--- src/rtl/write_back_regfile_pkg.sv ---
// Shared widths and types for the write-back register file.
// Staging entry layout is shared by the top and the testbench.
package write_back_regfile_pkg;

    localparam int DATA_W    = 32;
    localparam int ADDR_W    = 5;
    localparam int CNT_W     = 16;
    localparam int REG_COUNT = 2 ** ADDR_W;

    localparam logic [ADDR_W-1:0] ZERO_REG = '0;

    typedef logic [ADDR_W-1:0] reg_idx_t;
    typedef logic [DATA_W-1:0] reg_data_t;

    typedef struct packed {
        reg_idx_t  addr;
        reg_data_t data;
    } wb_stage_t;

    function automatic logic is_zero_reg(input reg_idx_t idx);
        return idx == ZERO_REG;
    endfunction

endpackage

--- src/rtl/write_back_regfile_if.sv ---
// Write-back request and operand read bundle for the register file.
// Master drives requests and read indices; slave returns read data.
interface write_back_regfile_if
    import write_back_regfile_pkg::*;
#(
    parameter int CNT_WIDTH = CNT_W
) ();

    logic                 RegWre;
    reg_idx_t             WriteReg;
    reg_data_t            WriteData;
    reg_idx_t             ReadReg1;
    reg_idx_t             ReadReg2;
    reg_data_t            ReadData1;
    reg_data_t            ReadData2;
    logic                 WbPending;
    logic [CNT_WIDTH-1:0] WbCount;

    modport master (
        output RegWre,
        output WriteReg,
        output WriteData,
        output ReadReg1,
        output ReadReg2,
        input  ReadData1,
        input  ReadData2,
        input  WbPending,
        input  WbCount
    );

    modport slave (
        input  RegWre,
        input  WriteReg,
        input  WriteData,
        input  ReadReg1,
        input  ReadReg2,
        output ReadData1,
        output ReadData2,
        output WbPending,
        output WbCount
    );

endinterface

--- src/rtl/write_back_regfile_array.sv ---
// REG_COUNT x DATA_W storage: one synchronous write port,
// two asynchronous read ports, synchronous active-low clear.
module regfile_array
    import write_back_regfile_pkg::*;
(
    input  logic      CLK,
    input  logic      RST,
    input  logic      we,
    input  reg_idx_t  waddr,
    input  reg_data_t wdata,
    input  reg_idx_t  raddr1,
    input  reg_idx_t  raddr2,
    output reg_data_t rdata1,
    output reg_data_t rdata2
);

    reg_data_t mem [REG_COUNT];

    always_ff @(posedge CLK) begin
        if (!RST) begin
            for (int i = 0; i < REG_COUNT; i++) begin
                mem[i] <= '0;
            end
        end else if (we) begin
            mem[waddr] <= wdata;
        end
    end

    assign rdata1 = mem[raddr1];
    assign rdata2 = mem[raddr2];

endmodule

--- src/rtl/write_back_regfile.sv ---
// Register file with a one-deep write-back staging register.
// Reads bypass from staging so a captured write is visible next cycle.
module write_back_regfile
    import write_back_regfile_pkg::*;
#(
    parameter int CNT_WIDTH = CNT_W
) (
    input  logic                 CLK,
    input  logic                 RST,
    write_back_regfile_if.slave  wb
);

    wb_stage_t            stage_q;
    logic                 pend_q;
    logic [CNT_WIDTH-1:0] cnt_q;

    logic      capture;
    reg_data_t arr_rd1;
    reg_data_t arr_rd2;
    logic      zero1;
    logic      zero2;
    logic      hit1;
    logic      hit2;
    reg_data_t rd1;
    reg_data_t rd2;

    assign capture = wb.RegWre && !is_zero_reg(wb.WriteReg);

    always_ff @(posedge CLK) begin
        if (!RST) begin
            stage_q <= '0;
            pend_q  <= 1'b0;
            cnt_q   <= '0;
        end else begin
            pend_q <= capture;
            if (capture) begin
                stage_q.addr <= wb.WriteReg;
                stage_q.data <= wb.WriteData;
            end
            if (pend_q) begin
                cnt_q <= cnt_q + 1'b1;
            end
        end
    end

    // Commit of the old staging entry runs alongside a new capture.
    regfile_array u_array (
        .CLK    (CLK),
        .RST    (RST),
        .we     (pend_q),
        .waddr  (stage_q.addr),
        .wdata  (stage_q.data),
        .raddr1 (wb.ReadReg1),
        .raddr2 (wb.ReadReg2),
        .rdata1 (arr_rd1),
        .rdata2 (arr_rd2)
    );

    assign zero1 = is_zero_reg(wb.ReadReg1);
    assign zero2 = is_zero_reg(wb.ReadReg2);
    assign hit1  = !zero1 && pend_q && (wb.ReadReg1 == stage_q.addr);
    assign hit2  = !zero2 && pend_q && (wb.ReadReg2 == stage_q.addr);

    always_comb begin
        rd1 = arr_rd1;
        unique case (1'b1)
            zero1:   rd1 = '0;
            hit1:    rd1 = stage_q.data;
            default: rd1 = arr_rd1;
        endcase
    end

    always_comb begin
        rd2 = arr_rd2;
        unique case (1'b1)
            zero2:   rd2 = '0;
            hit2:    rd2 = stage_q.data;
            default: rd2 = arr_rd2;
        endcase
    end

    assign wb.ReadData1 = rd1;
    assign wb.ReadData2 = rd2;
    assign wb.WbPending = pend_q;
    assign wb.WbCount   = cnt_q;

endmodule

--- src/flat_wrapper.sv ---
// flat-port wrapper written by rule: the top's interface ports become plain ports
module write_back_regfile_flat import write_back_regfile_pkg::*;
#(
    parameter int CNT_WIDTH = CNT_W
)
  (CLK, RST, wb_RegWre, wb_WriteReg, wb_WriteData, wb_ReadReg1, wb_ReadReg2, wb_ReadData1, wb_ReadData2, wb_WbPending, wb_WbCount);
  write_back_regfile_if #(.CNT_WIDTH(CNT_WIDTH)) wb_i ();
  input  logic CLK;
  input  logic RST;
  input wire logic [$bits(wb_i.RegWre)-1:0] wb_RegWre;
  input wire logic [$bits(wb_i.WriteReg)-1:0] wb_WriteReg;
  input wire logic [$bits(wb_i.WriteData)-1:0] wb_WriteData;
  input wire logic [$bits(wb_i.ReadReg1)-1:0] wb_ReadReg1;
  input wire logic [$bits(wb_i.ReadReg2)-1:0] wb_ReadReg2;
  output wire logic [$bits(wb_i.ReadData1)-1:0] wb_ReadData1;
  output wire logic [$bits(wb_i.ReadData2)-1:0] wb_ReadData2;
  output wire logic [$bits(wb_i.WbPending)-1:0] wb_WbPending;
  output wire logic [$bits(wb_i.WbCount)-1:0] wb_WbCount;
  assign wb_i.RegWre = wb_RegWre;
  assign wb_i.WriteReg = wb_WriteReg;
  assign wb_i.WriteData = wb_WriteData;
  assign wb_i.ReadReg1 = wb_ReadReg1;
  assign wb_i.ReadReg2 = wb_ReadReg2;
  assign wb_ReadData1 = wb_i.ReadData1;
  assign wb_ReadData2 = wb_i.ReadData2;
  assign wb_WbPending = wb_i.WbPending;
  assign wb_WbCount = wb_i.WbCount;
  write_back_regfile #(.CNT_WIDTH(CNT_WIDTH)) u_core (.CLK(CLK), .RST(RST), .wb(wb_i));
endmodule
--- config.mk ---
export PLATFORM = sky130hd
export DESIGN_NAME = write_back_regfile_flat
export DESIGN_NICKNAME = d
export VERILOG_FILES = /design/src/rtl/write_back_regfile_pkg.sv /design/src/rtl/write_back_regfile_if.sv /design/src/rtl/write_back_regfile_array.sv /design/src/rtl/write_back_regfile.sv /design/src/flat_wrapper.sv
export SDC_FILE = /design/constraint.sdc
export NUM_CORES = 2
export LEC_CHECK = 0
export CAP_MARGIN = 20
export CORE_ASPECT_RATIO = 1.1
export CORE_MARGIN = 2
export CORE_UTILIZATION = 60
export CTS_CLUSTER_DIAMETER = 100
export DETAILED_ROUTE_END_ITERATION = 8
export PLACE_DENSITY = 0.83
export RECOVER_POWER = 100
export SLEW_MARGIN = 0
export SYNTH_ARGS = -nofsm -noshare
export SYNTH_HDL_FRONTEND = slang
export SYNTH_HIERARCHICAL = 1
export SYNTH_SLANG_ARGS = --single-unit
--- constraint.sdc ---
create_clock -name CLK -period 4.8 [get_ports CLK]
set_clock_uncertainty 0.05 [all_clocks]
set_input_delay 0.72 -clock CLK [delete_from_list [all_inputs] [get_ports CLK]]
set_output_delay 0.72 -clock CLK [all_outputs]
set_load 0.01 [all_outputs]
Word level (Yosys, flattened, before mapping)

Memories as Yosys holds them, arrays and structs flattened.
Index checks and enable logic that the tools add are counted.

Register bits: 54
Bits in latches: 0
Memory bits (writable): 1024
ROM bits: 0
Input bits: 50
Output and inout port bits: 81
Memories kept: 1

$add $sub $neg: 1
Multipliers: 0
Divide/modulo/power cells: 0
Magnitude comparators: 0
Equal/unequal tests: 2
Shift operators: 0
Mux-type cells: 9
Bitwise logic cells: 0
Reductions and logical operators: 12

Memories:

| memory             | words | width | rd ports | clocked after memory_dff | wr ports | RTL line                       | RTL |
|---|---|---|---|---|---|---|---|
| u_core.u_array.mem | 32    | 32    | 2        | 0                        | 32       | write_back_regfile_array.sv:17 | `reg_data_t mem [REG_COUNT];` |

Operators with widths:

| operator                                      | count |
|---|---|
| one-hot mux 32 bit (2 select lines)           | 2 |
| two-way mux 32 bit                            | 1 |
| OR reduction 32 bit                           | 1 |
| adder 16 x 1 -> 16 bit, second input constant | 1 |
| zero test 5 bit                               | 3 |
| == test 5 bit                                 | 2 |
| logical AND 1 bit                             | 5 |
| two-way mux 1 bit                             | 5 |
| two-way mux 5 bit                             | 1 |
| zero test 1 bit                               | 3 |

Longest topological paths before layout

Depth after elaboration: 5
Gate-level depth with buffers: 10
Mapped depth without buffers: 7

Cells and area by module

Netlist, hierarchy kept.

Modules (own cells, without submodules):

| module             | instances | cells each | area each (µm²) |
|---|---|---|---|
| regfile_array      | 1         | 4646       | 55754.7 |
| write_back_regfile | 1         | 490        | 3537.1 |

Least setup slack after synthesis

Ideal clock, no wire load.

Path kind: input -> register
From: in RST
To: mem u_core/u_array/mem[28][0] (netlist bit), enable pin
Library setup time: 0.466 ns
Data arrival time: 3.711 ns
Path slack: 0.573 ns
Cell stages on the path: 5
Path buffers: 2
Path through: nand2_1 -> or3_1 -> buf_2 -> buf_2 -> o21ai_0

RTL lines:

| what        | RTL line                       | RTL |
|---|---|---|
| from (decl) | flat_wrapper.sv:9              | `input logic RST;` |
| to (decl)   | write_back_regfile_array.sv:17 |  |

Worst setup path in the final report

From: in wb_ReadReg1[2]
To: out wb_ReadData1[25]

Elaborated cells on any way between the ends: 7
Those cells by class: 1 x eq/ne; 1 x mux; 4 x reduce/logical; 1 x memory

RTL lines:

| what                                | RTL line                 | RTL |
|---|---|---|
| from (decl)                         | flat_wrapper.sv:13       | `input wire logic [$bits(wb_i.ReadReg1)-1:0] wb_ReadReg1;` |
| memory (32 x 32 bit)                | n/a                      |  |
| named net u_core.arr_rd1[25]        | write_back_regfile.sv:18 | `reg_data_t arr_rd1;` |
| one-hot mux 32 bit (2 select lines) | write_back_regfile.sv:66 | `unique case (1'b1)` |
| to (decl)                           | flat_wrapper.sv:15       | `output wire logic [$bits(wb_i.ReadData1)-1:0] wb_ReadData1;` |

The timed path passes the listed nets, and every way through them passes these cells.

==> metrics <==
total routed wirelength 196000 µm; worst path cell trace clkdlybuf4s50_1 -> nor2b_4 -> buf_12 -> buf_4 -> a22oi_1 -> a31oi_1 -> nand3_1 -> nand2_1 -> o21ai_0 -> buf_4 -> clkdlybuf4s50_1; top_reg_cell synth edfxtp_1; core box area around 98000 µm²; post-synthesis cell type count 42; CP Class in -> out; failing checks capacitance limit, slew limit, setup timing; Final Critical Period 4.84 ns; area of the die 101000 µm²; Internal 0.0162 W; Cell Pwr Density 331 nW/µm²; Die X approximately 300 µm; num rows between 100 and 150; GRT Total Usage 37.8%; Post-Synth Adder-Cell Area 0.0211%; Final WS setup -0.0424 ns; Starting Density 60.8%; largest family of logic cells by synthesized area multiplexers; complex-gate fraction of the synthesized area ~8.2%; biggest cell delay along the critical path approximately 0.6 ns; Syn Nets 5187; Yosys top cell by area edfxtp_1; RSZ-0062 raised after global routing no; worst vdd ir 0.292 mV; Total Nets Final 5243; DRC 0; startpoint types input pin; vias per inst 6.82; Slew Viols, Final 985; outcome finished with violations; total CTS buffers 112; Die Height 334 µm; Post-Layout Cell Count roughly 6600; initial antenna violation count 9; Pleak 26.0 nW; type of the tightest min-delay check reg -> reg; sequential share of power 49.6%; Post-Syn Instances 5136; TritonCTS clock tree built; combinational power share 12.6%; CP max FO 33; Hold Slack 0.420 ns; number of routed nets with antenna violations 0; Placement Cell Area 63500 µm²; Port Buffers 130; cts hold-fix bufs 0; CTS Root Cell clkbuf_16; CP Data Arrival Time 4.07 ns; Syn Area/Cell 11.5 µm²; Synth top area share 51.9%; Area growth, synth to finish 11.7%; Skew-Pair Late Insertion Delay 0.72 ns; Placer Congestion 0.976; CTS Sinks 1078; slowest CP cell clkdlybuf4s50_1; largest net degree at the start of global routing 67; wire length per cell slightly below 30 µm; CTS clk-pin slew, worst paths roughly 0.060 ns; slew margin rel. -91.5%; I/O Pins around 130; Async SR Flop Fraction 0%; pin slew with the least headroom to its limit roughly 2.9 ns; Achievable Freq 207 MHz; Max Cap Viol 45; switching share of power 25.9%; WP data required 4.03 ns; clock share of power 37.8%; total grt overflow 0; CP endpoint kind primary output; H-Tree Depth 3; fin area 66300 µm²; most frequent cell after synthesis and2_1; vias between 40000 and 50000; initial DRC count 6080; Util after Layout between 60% and 70%; Synth Cell Area 59300 µm²; sw power 0.00567 W; Synth Area in XOR/XNOR 0.295%; layout cell share with drive strength beyond 1 under 10%; period utilisation layout 101%; Seq/Total Area, Yosys 53.7%; placed cell count between 6000 and 7000; Post-synth EDFFs 1024; vias in the first global route ~44000; Max Buffers Root-to-Sink 3; Synth area leaders edfxtp_1, mux2i_1, and2_1; synth cell count leaders and2_1, mux2i_1, edfxtp_1, nand2_1, clkbuf_1; mux contribution to synthesized area 17.4%; drt first pass iters 7; Simple-Gate Fraction of Synth Area between 10% and 20%; Seq cells post-synth roughly 1100; global-route wire length before repair between 200000 and 300000 µm; Final HPWL DP 125000 µm; # setup viols final 3; Fin. Hold Viols 0; Syn. warnings 6
[cells by family after synthesis]
kind of cell,Yosys count
AND/OR/NAND/NOR,1792
flip-flops,1078
multiplexers,1028
AO/OA/AOI/OAI,715
buffers and inverters,502
XOR/XNOR,20
adder cells (fa/ha/maj),1
[power groups by stage]
stage / Sequential [W] / Clock, W / Combinational (W)
global placement: 0.0110 / 0 / 0.00267
CTS: 0.0108 / 0.00827 / 0.00272
floorplan: 0.0110 / 0 / 0.00153
detailed placement: 0.0110 / 0 / 0.00271
finish: 0.0109 / 0.00828 / 0.00276
global route: 0.0109 / 0.00864 / 0.00284
[critical path: cells and delay by family]
family | cells | cell delay, ns
compound gates | 3 | 0.67
simple gates | 3 | 0.82
buf+inv | 5 | 1.83
[timing repair]
action	in CTS	in global routing
resized for setup	7	7
buffers inserted	2	0
endpoints found under the hold margin	0	0
endpoints found under the setup margin	4	9
cloned	0	0
[final timing paths]
path,from,to,slack (ns),depth (start not counted)
worst max register to register,u_core/wb.WbPending,u_core/u_array/mem[26][9],0.10,5
worst min-delay path,u_core/stage_q[27],u_core/stage_q[27],0.42,2
worst max-delay path,wb_ReadReg1[2],wb_ReadData1[25],-0.04,11
worst min register to register,u_core/stage_q[27],u_core/stage_q[27],0.42,2
[state kept, by name (all words and copies together), names as in the netlist]
name and count:
u_core/u_array/mem 1024, u_core/wb.WbCount 16, u_core/wb.WbPending 1, u_core/stage_q 37
[layout by cell type, fill, tap and decap left out, types with 11 or more instances in the layout]
cell             netlist  routed
a21boi_0               9      28
a21boi_2              30      11
a21oi_1              192     192
a22o_1               128     128
a22oi_1              192     192
a31oi_1               64      62
and2_0                 0     568
and2_1              1041     471
buf_12                 0      49
buf_4                 17     171
clkbuf_1             306      89
clkbuf_16              0     115
clkbuf_2              21      32
clkdlybuf4s50_1        0      75
clkinv_1               0      25
clkinv_2               0      20
dfxtp_1               54      54
dlygate4sd3_1          0      50
edfxtp_1            1024    1024
mux2i_1             1028    1028
nand2_1              345     343
nand3_1              199     199
nand4_1               69      69
nor2_1                35      23
nor2_2                 1      13
nor3_1                70      66
o21ai_0               94      77
o21ai_1                4      14
xor2_1                15      15
[layout make-up]
class / count / area (µm²)
Inverter: 1 / 3.75
Clock inverter: 54 / 355
Sequential cell: 1078 / 31800
Clock buffer: 152 / 3050
Tap cell: 1281 / 1600
Antenna cell: 1 / 2.50
Timing Repair Buffer: 443 / 4010
Fill cell: 7086 / 31300
Multi-Input combinational cell: 3556 / 25400
[stage by stage]
step	setup TNS, ns	total power, W	setup slack [ns]
after global routing	0	0.0224	0.0158
after floorplan	0	0.0125	0.573
after global placement	-0.535	0.0137	-0.263
final	-0.0697	0.0219	-0.0424
after detailed placement	-0.535	0.0137	-0.262
after CTS	0	0.0218	0.0105
[routing by layer]
metal	GRT usage [%]	share of wire, %
met2	59.1	45
met3	8.84	13
met1	47.3	34
met5	0	0.041
met4	25.2	8.2
Note: power is estimated with default switching activity, not from simulation.
